**src/rtl/subbytes_arbiter_if.sv**
```systemverilog
// Requester/consumer handshakes and the link to the shared SubBytes unit.
interface subbytes_arbiter_if;
  logic         req_c_valid;
  logic [127:0] req_c_data;
  logic         req_c_ready;
  logic         resp_c_valid;
  logic [127:0] resp_c_data;
  logic         resp_c_ready;
  logic         req_k_valid;
  logic [31:0]  req_k_data;
  logic         req_k_ready;
  logic         resp_k_valid;
  logic [31:0]  resp_k_data;
  logic         resp_k_ready;
  logic [127:0] sub_in;
  logic [127:0] sub_out;
  logic         busy;

  modport slave (
    input  req_c_valid, req_c_data, resp_c_ready,
    input  req_k_valid, req_k_data, resp_k_ready,
    input  sub_out,
    output req_c_ready, resp_c_valid, resp_c_data,
    output req_k_ready, resp_k_valid, resp_k_data,
    output sub_in, busy
  );

  modport master (
    output req_c_valid, req_c_data, resp_c_ready,
    output req_k_valid, req_k_data, resp_k_ready,
    output sub_out,
    input  req_c_ready, resp_c_valid, resp_c_data,
    input  req_k_ready, resp_k_valid, resp_k_data,
    input  sub_in, busy
  );
endinterface

```
**src/rtl/subbytes_arbiter.sv**
```systemverilog
// Shares one combinational 128-bit SubBytes bank between the cipher round
// datapath (C, full state) and key expansion (K, 32-bit SubWord).
//
//   state | meaning
//   IDLE  | arbitrating; ready asserted combinationally for the winner
//   SUB   | op_reg drives the S-box bank; result captured into res_reg
//   RESP  | result offered to the owner until its consumer takes it
module subbytes_arbiter #(
  parameter int FIXED_PRIORITY = 0
) (
  input logic              clk,
  input logic              rst,
  subbytes_arbiter_if.slave bus
);

  typedef enum logic [1:0] {
    IDLE = 2'd0,
    SUB  = 2'd1,
    RESP = 2'd2
  } state_t;

  localparam logic OWN_C = 1'b0;
  localparam logic OWN_K = 1'b1;

  state_t       state, state_nxt;
  logic [127:0] op_reg, res_reg;
  logic         owner, last_grant;
  logic         grant_c, grant_k;
  logic         resp_c_valid, resp_k_valid;

  // Arbitration, next state and response valids; everything forced low in reset
  always_comb begin
    state_nxt    = state;
    grant_c      = 1'b0;
    grant_k      = 1'b0;
    resp_c_valid = 1'b0;
    resp_k_valid = 1'b0;
    case (state)
      IDLE: begin
        if (bus.req_c_valid && bus.req_k_valid) begin
          if (FIXED_PRIORITY != 0 || last_grant == OWN_C) grant_k = 1'b1;
          else                                            grant_c = 1'b1;
        end else begin
          grant_c = bus.req_c_valid;
          grant_k = bus.req_k_valid;
        end
        if (grant_c || grant_k) state_nxt = SUB;
      end
      SUB: state_nxt = RESP;
      RESP: begin
        resp_c_valid = (owner == OWN_C);
        resp_k_valid = (owner == OWN_K);
        if ((resp_c_valid && bus.resp_c_ready) || (resp_k_valid && bus.resp_k_ready))
          state_nxt = IDLE;
      end
      default: state_nxt = IDLE;
    endcase
    if (rst) begin
      grant_c      = 1'b0;
      grant_k      = 1'b0;
      resp_c_valid = 1'b0;
      resp_k_valid = 1'b0;
    end
  end

  // State register
  always_ff @(posedge clk) begin
    if (rst) state <= IDLE;
    else     state <= state_nxt;
  end

  // Operand/result capture and grant bookkeeping
  always_ff @(posedge clk) begin
    if (rst) begin
      op_reg     <= '0;
      res_reg    <= '0;
      owner      <= OWN_C;
      last_grant <= OWN_K;
    end else begin
      if (grant_c) begin
        op_reg     <= bus.req_c_data;
        owner      <= OWN_C;
        last_grant <= OWN_C;
      end else if (grant_k) begin
        op_reg     <= {96'h0, bus.req_k_data};
        owner      <= OWN_K;
        last_grant <= OWN_K;
      end
      if (state == SUB) res_reg <= bus.sub_out;
    end
  end

  assign bus.req_c_ready  = grant_c;
  assign bus.req_k_ready  = grant_k;
  assign bus.resp_c_valid = resp_c_valid;
  assign bus.resp_k_valid = resp_k_valid;
  assign bus.resp_c_data  = res_reg;
  assign bus.resp_k_data  = res_reg[31:0];
  assign bus.sub_in       = op_reg;
  assign bus.busy         = (state != IDLE) && !rst;

endmodule

```
**src/flat_wrapper.sv**
```systemverilog
// flat-port wrapper written by rule: the top's interface ports become plain ports
module subbytes_arbiter_flat 
#(
  parameter int FIXED_PRIORITY = 0
)
  (clk, rst, bus_req_c_valid, bus_req_c_data, bus_resp_c_ready, bus_req_k_valid, bus_req_k_data, bus_resp_k_ready, bus_sub_out, bus_req_c_ready, bus_resp_c_valid, bus_resp_c_data, bus_req_k_ready, bus_resp_k_valid, bus_resp_k_data, bus_sub_in, bus_busy);
  subbytes_arbiter_if bus_i ();
  input logic clk;
  input logic rst;
  input wire logic [$bits(bus_i.req_c_valid)-1:0] bus_req_c_valid;
  input wire logic [$bits(bus_i.req_c_data)-1:0] bus_req_c_data;
  input wire logic [$bits(bus_i.resp_c_ready)-1:0] bus_resp_c_ready;
  input wire logic [$bits(bus_i.req_k_valid)-1:0] bus_req_k_valid;
  input wire logic [$bits(bus_i.req_k_data)-1:0] bus_req_k_data;
  input wire logic [$bits(bus_i.resp_k_ready)-1:0] bus_resp_k_ready;
  input wire logic [$bits(bus_i.sub_out)-1:0] bus_sub_out;
  output wire logic [$bits(bus_i.req_c_ready)-1:0] bus_req_c_ready;
  output wire logic [$bits(bus_i.resp_c_valid)-1:0] bus_resp_c_valid;
  output wire logic [$bits(bus_i.resp_c_data)-1:0] bus_resp_c_data;
  output wire logic [$bits(bus_i.req_k_ready)-1:0] bus_req_k_ready;
  output wire logic [$bits(bus_i.resp_k_valid)-1:0] bus_resp_k_valid;
  output wire logic [$bits(bus_i.resp_k_data)-1:0] bus_resp_k_data;
  output wire logic [$bits(bus_i.sub_in)-1:0] bus_sub_in;
  output wire logic [$bits(bus_i.busy)-1:0] bus_busy;
  assign bus_i.req_c_valid = bus_req_c_valid;
  assign bus_i.req_c_data = bus_req_c_data;
  assign bus_i.resp_c_ready = bus_resp_c_ready;
  assign bus_i.req_k_valid = bus_req_k_valid;
  assign bus_i.req_k_data = bus_req_k_data;
  assign bus_i.resp_k_ready = bus_resp_k_ready;
  assign bus_i.sub_out = bus_sub_out;
  assign bus_req_c_ready = bus_i.req_c_ready;
  assign bus_resp_c_valid = bus_i.resp_c_valid;
  assign bus_resp_c_data = bus_i.resp_c_data;
  assign bus_req_k_ready = bus_i.req_k_ready;
  assign bus_resp_k_valid = bus_i.resp_k_valid;
  assign bus_resp_k_data = bus_i.resp_k_data;
  assign bus_sub_in = bus_i.sub_in;
  assign bus_busy = bus_i.busy;
  subbytes_arbiter #(.FIXED_PRIORITY(FIXED_PRIORITY)) u_core (.clk(clk), .rst(rst), .bus(bus_i));
endmodule
```
**config.mk**
```make
export PLATFORM = sky130hd
export DESIGN_NAME = subbytes_arbiter_flat
export DESIGN_NICKNAME = d
export VERILOG_FILES = /design/src/rtl/subbytes_arbiter_if.sv /design/src/rtl/subbytes_arbiter.sv /design/src/flat_wrapper.sv
export SDC_FILE = /design/constraint.sdc
export NUM_CORES = 1
export LEC_CHECK = 0
export BUFFER_PORTS_ARGS = -buffer_cell sky130_fd_sc_hd__buf_2
export CORE_AREA = 2 2 226 228
export CTS_CLUSTER_DIAMETER = 80
export DETAILED_ROUTE_END_ITERATION = 16
export DIE_AREA = 0 0 228 230
export PLACE_DENSITY_LB_ADDON = 0.05
export SYNTH_ARGS = -nofsm -noshare
export SYNTH_HDL_FRONTEND = slang
export SYNTH_SLANG_ARGS = --single-unit
```
**constraint.sdc**
```tcl
create_clock -name clk -period 2.6 [get_ports clk]
set_input_delay 0.52 -clock clk [delete_from_list [all_inputs] [get_ports clk]]
set_output_delay 0.52 -clock clk [all_outputs]
set_load 0.005 [all_outputs]
```
==> results.json, run 1 <==
{
  "vias": 9265,
  "place_congestion": 0.785,
  "number_of_cells_on_the_worst_hold_path": 2,
  "crit_chain": "or3b_1 -> or3_1 -> clkinv_4 -> buf_2",
  "report.power.total_w": 0.0108,
  "start_util_pct": 18.6,
  "internal-power_w": 0.00797,
  "cts_sinks": 260,
  "syn_nets": 1285,
  "max-clock-path-buffers": 3,
  "design_area_um2": 13900,
  "critPathLaunchType": "flop",
  "drtIter0Drc": 440,
  "synthTopCellsByArea": "dfxtp_1 (56%), nand2_1 (10%), a22o_1 (9.1%)",
  "worstSkewPairLatency_ps": 520,
  "power.switching_w": 0.00287,
  "detail_route.drc_violations": 0,
  "wire_length_of_the_first_global_routing_pass_mm": 61.7,
  "vdd_ir_drop_max_mv": 0.332,
  "final.period_utilization_pct": 93.9,
  "boundaryPins": 587,
  "total_leakage_power_nw": 6.61,
  "cts_buffers": 35,
  "netlist-cell-type-count": 29,
  "placeableCoreArea_um2": 49900,
  "seqPwrFrac_pct": 41.2,
  "antenna_found_initial": 18,
  "grt_setup_unrepaired": "no",
  "critPathKind": "reg -> out",
  "max_freq_mhz": 410,
  "overall_die_area_um2": 52400,
  "post_dp_cell_area_um2": 12700,
  "pwrdens_nw_per_um2": 779,
  "routed_wire_length_per_instance_um": 19.1,
  "drt-met1-wl_mm": 17.1,
  "post_synth_instance_area_um2": 9290,
  "max_slew_headroom_pct": 50.1,
  "final_hold_viol_count": 0,
  "synth_simple_gate_area_share_pct": 16.4,
  "port_buffers": 586,
  "layout.filler_cells": 5475,
  "worst_setup_path_end_kind": "output pin",
  "yosysWarnings": 0,
  "fin_crit_ps": 2440,
  "totalNegativeSetupSlack_ps": 0,
  "finalSetupViolations": 0,
  "dominant_combinational_cell_family_by_area_after_synthesis": "compound AO/OA/AOI/OAI gates",
  "root_buffer_selected_by_cts": "clkbuf_16",
  "synth.largest_area_cell": "dfxtp_1",
  "maximum_number_of_pins_on_one_net_before_global_route_repair": 106,
  "first_global_vias": 9319,
  "met2_wirelength_mm": 19.7,
  "grt_total_ovfl": 0,
  "finalNonFillerCells": 2218,
  "drt-total-wl_mm": 42.3,
  "clock_skew_ps": 11.3,
  "floorplan.rows": 82,
  "synth-compound-area-share_pct": 20.1,
  "drt_pass1_iterations": 5,
  "drive_above_1_share_pct": 43.8,
  "synth_seq_area_share_pct": 56.0,
  "placed_cells_incl_taps": 2152,
  "r2r.worst_path.cells": 6,
  "slowest_stage": "or3_1",
  "yosysTopAreaCellShare_pct": 56.0,
  "die_width_um": 228,
  "critPathMaxStageDelay_ps": 440,
  "tritoncts_clock_tree": "built",
  "highest_layer": "met5",
  "cp_data_required_time_ps": 2080,
  "max_slew.worst_pin.slew_ps": 748,
  "worst_hold_slack_ps": 209,
  "synthesized_area_fraction_occupied_by_adder_cells_pct": 0,
  "postSynthAreaPerCell_um2": 9.37,
  "run_status": "finished clean",
  "met3_routed_wirelength_mm": 4.52,
  "synth.ff_latch_count": 260,
  "cts.reportedPaths.clkPinSlew_ps": 50,
  "p_clk_share_pct": 44.8,
  "viasPerCell": 4.18,
  "antenna_left": 0,
  "die_height_um": 230,
  "synth_cells": 991,
  "areaGrowthSynthToFinish_pct": 49.7,
  "detailed_place_hpwl_mm": 30.3,
  "groute.usage.overall_pct": 15.4,
  "combPwrFrac_pct": 14.0,
  "parity_gate_share_of_the_synthesized_area_counting_xor_and_xnor_cells_pct": 0,
  "finalNetCount": 1814,
  "hold_path_class": "in -> reg",
  "slew_violations": 0,
  "cap_viol_max_count": 0,
  "power_switching_share_pct": 26.5,
  "cts_htree_levels": 2,
  "muxShareOfSynthArea_pct": 0.108,
  "timing.critical_path.fanout_max": 9,
  "worst-endpoint-arrival_ps": 1920
}
metrics by stage:
step | worst slack [ps] | utilization [%]
CTS | 39.7 | 27.8
detailed placement | 307 | 25.5
floorplan | 370 | -
global placement | 292 | 25.5
finish | 158 | 27.9
global route | 19.7 | 27.9
cell families (layout without fill, tap and decap cells):
kind of cell           Yosys count  after routing
AO/OA/AOI/OAI                  270            270
buffers and inverters          132            683
flip-flops                     260            260
multiplexers                     1              1
other                            0              4
AND/OR/NAND/NOR                328            328
sequential cells by signal (all words and copies together) (netlist names):
name / count
u_core.owner: 1
u_core.bus.sub_in: 128
u_core.last_grant: 1
u_core.state: 2
u_core.bus.resp_c_data: 128
power by group through the flow:
stage                     Clock, W  Combinational, W  Sequential, W
after CTS                  0.00505           0.00155        0.00446
after global routing       0.00520           0.00169        0.00450
final                      0.00485           0.00152        0.00446
after floorplan                  0          0.000682        0.00456
after detailed placement         0           0.00155        0.00454
after global placement           0           0.00156        0.00454
worst max-delay path: cells and delay by family, from the launching register on:
family | cells | cell delay, ps
and+or+nand+nor | 2 | 830
DFF | 1 | 310
buffers and inverters | 2 | 270
layout make-up:
class                           instances  area [um^2]  share of cell area (%)
Timing Repair Buffer                  614         3220                    23.2
Tap cell                              672          841                    6.05
Clock buffer                           50         1040                    7.52
Sequential cell                       260         5200                    37.5
Clock inverter                          9          101                   0.729
Multi-Input combinational cell        599         3430                    24.7
Inverter                               10         42.5                   0.306
Antenna cell                            4         10.0                  0.0720
synth_stat cells, drive strengths merged:
cell,number
clkbuf,73
nand3b,1
and4,24
o211ai,1
a21o,1
nor2b,2
dfxtp,260
a2111oi,8
a21oi,140
and3,1
nor3,8
or3b,2
a22o,96
nand2b,1
nor4bb,1
nand2,258
clkinv,1
or2,1
nor2,3
or3,1
mux2i,1
nor4b,25
inv,9
buf,49
a221o,24
metal layers:
layer | global-route usage, % | up-vias
met5 | 0 | -
met4 | 4.47 | 26
met3 | 7.55 | 74
met2 | 25.0 | 384
met1 | 17.9 | 4273
li1 | - | 4508
worst paths after layout:
kind	endpoint	slack, ps	from
setup / recovery	bus_req_c_ready	160	u_core.state[1]
hold / removal	u_core.bus.sub_in[57]	210	bus_req_c_data[57]
setup reg to reg	u_core.bus.sub_in[62]	700	u_core.state[1]
hold reg to reg	u_core.bus.resp_c_data[96]	450	u_core.bus.resp_c_data[96]
repair_timing:
item | CTS | global route
setup endpoints to repair | 0 | 1
hold buffers | 0 | 0
hold endpoints to repair | 0 | 0
setup buffers | 0 | 3
gates resized for setup | 0 | 0
cells in the final DEF (no fill, tap or decap), drive strengths merged:
master    count
a21o          1
diode         4
nand3b        1
or3           1
clkinv        6
or3b          2
clkinvlp      1
nor4b        25
a221o        24
and3          1
a22o         96
and4         24
a2111oi       8
nand2       258
buf         614
mux2i         1
nand2b        1
nor2          3
or2           1
nor3          8
nor4bb        1
a21oi       140
o211ai        1
clkbuf       50
dfxtp       260
inv          10
bufinv        2
nor2b         2
(Power assumes the default switching activity.)
==> run 2, diff against run 1 <==
- CELL_PAD_IN_SITES_DETAIL_PLACEMENT: default -> 2
- CELL_PAD_IN_SITES_GLOBAL_PLACEMENT: default -> 2
- CORE_AREA: 2 2 226 228 -> 2 2 230 232
- DIE_AREA: 0 0 228 230 -> 0 0 232 234
- MAX_ROUTING_LAYER: default -> met4
==> results.json, run 2 (synthesis results as in run 1) <==
{
  "start_util_pct": 17.8,
  "first_global_vias": 10000,
  "report.power.total_w": 0.0108,
  "viasPerCell": 4.24,
  "tritoncts_clock_tree": "built",
  "placeableCoreArea_um2": 52000,
  "cts_sinks": 260,
  "total_leakage_power_nw": 6.60,
  "totalNegativeSetupSlack_ps": 0,
  "drt_pass1_iterations": 4,
  "antenna_left": 0,
  "drive_above_1_share_pct": 43.6,
  "vias": 9542,
  "final.period_utilization_pct": 93.6,
  "max_freq_mhz": 411,
  "run_status": "finished clean",
  "grt_util_met1_pct": 18.0,
  "grt_busiest_layer": "met2",
  "critPathLaunchType": "flop",
  "maximum_number_of_pins_on_one_net_before_global_route_repair": 100,
  "worstHoldEndpoint": "u_core.bus.sub_in[76]",
  "slew_violations": 0,
  "hold_path_class": "in -> reg",
  "overall_die_area_um2": 54300,
  "max-clock-path-buffers": 3,
  "mostFrequentLayoutCell": "buf_2",
  "detailed_place_hpwl_mm": 34.4,
  "seqCellArea_um2": 5200,
  "vdd_ir_drop_max_mv": 0.297,
  "clock_skew_ps": 9.47,
  "timing.rr.start": "u_core.state[1]",
  "grt_setup_unrepaired": "no",
  "detail_route.drc_violations": 0,
  "routed_wire_length_per_instance_um": 20.6,
  "postCtsHoldBufs": 0,
  "layout.filler_cells": 6019,
  "worstSkewPairLatency_ps": 520,
  "place_congestion": 0.791,
  "multiInputGateArea_um2": 3430,
  "finalSetupViolations": 0,
  "antenna_found_initial": 21,
  "post_cts_buffers": 0,
  "finalNetCount": 1811,
  "cts.reportedPaths.clkPinSlew_ps": 60,
  "rrSetupSlack_ps": 590,
  "groute.usage.overall_pct": 16.7,
  "post_cts_resized": 0,
  "drtIter0Drc": 256,
  "cp_data_required_time_ps": 2080,
  "max_slew.worst_pin.slew_ps": 759,
  "worst_hold_slack_ps": 212,
  "critPathKind": "reg -> out",
  "r2r.worst_path.cells": 5,
  "timing.critical_path.fanout_max": 5,
  "cap_viol_max_count": 0,
  "cts_htree_levels": 2,
  "number_of_cells_on_the_worst_hold_path": 2,
  "wire_length_of_the_first_global_routing_pass_mm": 66.1,
  "grt_total_ovfl": 0,
  "fin_crit_ps": 2430,
  "die_height_um": 234,
  "max_slew_headroom_pct": 49.3,
  "pwrdens_nw_per_um2": 774,
  "areaGrowthSynthToFinish_pct": 50.2,
  "drt-total-wl_mm": 46.3,
  "hp-start": "bus_req_c_data[76]",
  "final_core_utilization_pct": 26.8,
  "most-common-layout-cells": "buf_2 (585), dfxtp_1 (260), nand2_1 (258)",
  "port_buffers": 586,
  "groute.layer.met3.usage_pct": 7.51,
  "die_width_um": 232,
  "worst-endpoint-arrival_ps": 1910,
  "use_met2_pct": 27.5,
  "boundaryPins": 587,
  "worst_setup_path_end_kind": "output pin",
  "cts_buffers": 35,
  "final_hold_viol_count": 0,
  "floorplan.rows": 84,
  "root_buffer_selected_by_cts": "clkbuf_16",
  "end_of_the_worst_register_to_register_path": "u_core.bus.sub_in[119]"
}
## run 2: worst max-delay path by stage
stage | startpoint | end | slack (ps)
after floorplan | bus_req_c_valid | bus_req_c_ready | 370
after global placement | bus_req_c_valid | u_core.bus.sub_in[79] | 270
after detailed placement | bus_req_c_valid | u_core.bus.sub_in[86] | 270
after CTS | u_core.state[1] | bus_req_c_ready | 80
after global routing | u_core.state[1] | bus_req_c_ready | 60
final | u_core.state[1] | bus_req_c_ready | 170
## run 2: layout make-up
cell class | count | area share (%)
Antenna cell | 22 | 0.395
Clock buffer | 54 | 7.74
Clock inverter | 7 | 0.431
Inverter | 10 | 0.305
Multi-Input combinational cell | 599 | 24.6
Sequential cell | 260 | 37.3
Tap cell | 688 | 6.17
Timing Repair Buffer | 611 | 23.0
## run 2: per-stage QoR
step | std cells | area (um^2) | setup WS [ps]
detailed placement | 2168 | 12800 | 271
finish | 2251 | 13900 | 166
global placement | 2168 | 12800 | 274
global route | 2250 | 13900 | 57.8
CTS | 2229 | 13900 | 81.0
floorplan | 991 | 9290 | 370
## run 2: report_power, final
part / internal (W) / switching [W]
registers: 0.00430 / 0.000168
clock network: 0.00294 / 0.00185
logic: 0.000689 / 0.000847
total: 0.00793 / 0.00287
## run 2: layer usage
layer	share of wire (%)	routed length [um]	vias up
li1	-	-	4525
met1	39	17900	4623
met2	49	22800	345
met3	10	4690	49
met4	2.0	910	0
met5	0	0	-
## run 2: critical path: stages (launching register included)
cell and delay, ps:
dfxtp_1 310, or3b_1 380, or3_1 440, clkinv_4 110
buf_2 150
==> run 3, diff against run 2 <==
- GPL_TIMING_DRIVEN: default -> 0
==> results.json, run 3 (synthesis results as in run 1) <==
{
  "drive_above_1_share_pct": 42.6,
  "slowest_stage": "or3b_4",
  "final_hold_viol_count": 0,
  "crit_chain": "or3b_4 -> buf_6 -> or3_4 -> buf_6 -> clkinv_8 -> buf_6",
  "wire_length_of_the_first_global_routing_pass_mm": 71.8,
  "floorplan.rows": 84,
  "postCtsHoldBufs": 0,
  "viasPerCell": 4.21,
  "cts_htree_levels": 2,
  "start_util_pct": 17.8,
  "antenna_left": 0,
  "drt_pass1_iterations": 4,
  "max_freq_mhz": 393,
  "most-common-layout-cells": "buf_2 (590), nand2_1 (258), dfxtp_1 (258)",
  "design_area_um2": 14400,
  "worstSkewPairLatency_ps": 530,
  "mostFrequentLayoutCell": "buf_2",
  "groute.usage.overall_pct": 18.4,
  "finalNetCount": 1910,
  "run_status": "finished clean",
  "cap_viol_max_count": 0,
  "worst-endpoint-arrival_ps": 2020,
  "detail_route.drc_violations": 0,
  "slew_violations": 0,
  "placed_cells_incl_taps": 2264,
  "finalSetupViolations": 0,
  "critPathMaxStageDelay_ps": 400,
  "clock_skew_ps": 8.96,
  "root_buffer_selected_by_cts": "clkbuf_16",
  "worst_setup_path_end_kind": "output pin",
  "crit_path_frequent_cell": "buf_6",
  "critPathKind": "reg -> out",
  "cts_sinks": 260,
  "max_slew.worst_pin.slew_ps": 860,
  "total_leakage_power_nw": 6.82,
  "cp_data_required_time_ps": 2080,
  "max_slew_headroom_pct": 42.7,
  "max-clock-path-buffers": 3,
  "place_congestion": 0.787,
  "vias": 9912,
  "detailed_place_hpwl_mm": 39.5,
  "cts.reportedPaths.clkPinSlew_ps": 60,
  "grt_total_ovfl": 0,
  "cts_buffers": 35,
  "first_global_vias": 10700,
  "post_dp_cell_area_um2": 13100,
  "setup_slack_ps": 55.4,
  "final.period_utilization_pct": 97.9,
  "grt_setup_unrepaired": "yes",
  "hold_path_class": "in -> reg",
  "antenna_found_initial": 24,
  "placeableCoreArea_um2": 52000,
  "worst_setup_timing_slack_at_the_placement_stage_ps": -358,
  "boundaryPins": 587,
  "maximum_number_of_pins_on_one_net_before_global_route_repair": 16,
  "vdd_ir_drop_max_mv": 0.342,
  "die_width_um": 232,
  "overall_die_area_um2": 54300,
  "finalNonFillerCells": 2355,
  "critPathLaunchType": "flop",
  "fin_crit_ps": 2540,
  "areaGrowthSynthToFinish_pct": 54.8,
  "pwrdens_nw_per_um2": 770,
  "port_buffers": 585,
  "timing.critical_path.fanout_max": 8,
  "routed_wire_length_per_instance_um": 21.4,
  "report.power.total_w": 0.0111,
  "drtIter0Drc": 265,
  "final_core_utilization_pct": 27.6,
  "tritoncts_clock_tree": "built",
  "die_height_um": 234,
  "drt-total-wl_mm": 50.4
}
[run 3: cell types whose count changed in the layout (fill, tap and decap cells not counted), moves of 3 or more]
cell	change
clkbuf_1	+71
buf_4	+18
buf_6	+8
buf_12	-7
buf_2	+5
diode_2	+5
clkbuf_8	-3
[run 3: stage by stage]
step / hold WS (ps) / setup TNS, ps
2_1_floorplan: 453 / 0
3_3_place_gp: 440 / -30820
3_5_place_dp: 447 / -25360
4_1_cts: 160 / -75.5
5_1_grt: 174 / -8.67
6_report: 203 / 0
[run 3: critical path: cells and delay by family, from the launching register on]
kind                   cells  cell delay, ps
flip-flops                 1             370
buffers and inverters      4             400
AND/OR/NAND/NOR            2             720
[run 3: final timing paths]
| kind | slack (ps) | startpoint | to | cells past startpoint |
|---|---|---|---|---|
| max reg2reg | 390 | u_core.state[0] | u_core.bus.sub_in[94] | 9 |
| max | 60 | u_core.state[0] | bus_req_c_ready | 6 |
| min | 200 | bus_req_c_data[76] | u_core.bus.sub_in[76] | 2 |
| min reg2reg | 450 | u_core.bus.resp_c_data[37] | u_core.bus.resp_c_data[37] | 2 |
[run 3: cell type report]
| class | instances | area (um^2) |
|---|---|---|
| clock inverter | 10 | 129 |
| fill | 6093 | 37600 |
| clock buffer | 51 | 1040 |
| antenna | 27 | 67.6 |
| buffer | 121 | 644 |
| sequential | 260 | 5210 |
| timing repair buffer | 589 | 2960 |
| tap | 688 | 861 |
| inverter | 10 | 50.0 |
| multi-input combinational | 599 | 3410 |
[run 3: layer usage]
metal | vias up | part of all wire [%] | GRT usage (%)
li1 | 4754 | - | -
met2 | 338 | 50 | 31.7
met3 | 54 | 9.9 | 7.51
met4 | 0 | 1.8 | 4.99
met1 | 4766 | 38 | 19.4
met5 | - | 0 | -
[run 3: power by group]
part           internal (W)  switching [W]
Combinational      0.000724       0.000896
Clock               0.00306        0.00192
Sequential          0.00430       0.000180
[run 3: timing repair]
action	in CTS	in global routing
gates resized for setup	7	7
gates cloned	0	0
endpoints found under the hold margin	0	0
pin swaps	0	2
setup buffers	2	2
setup endpoints to repair	3	2
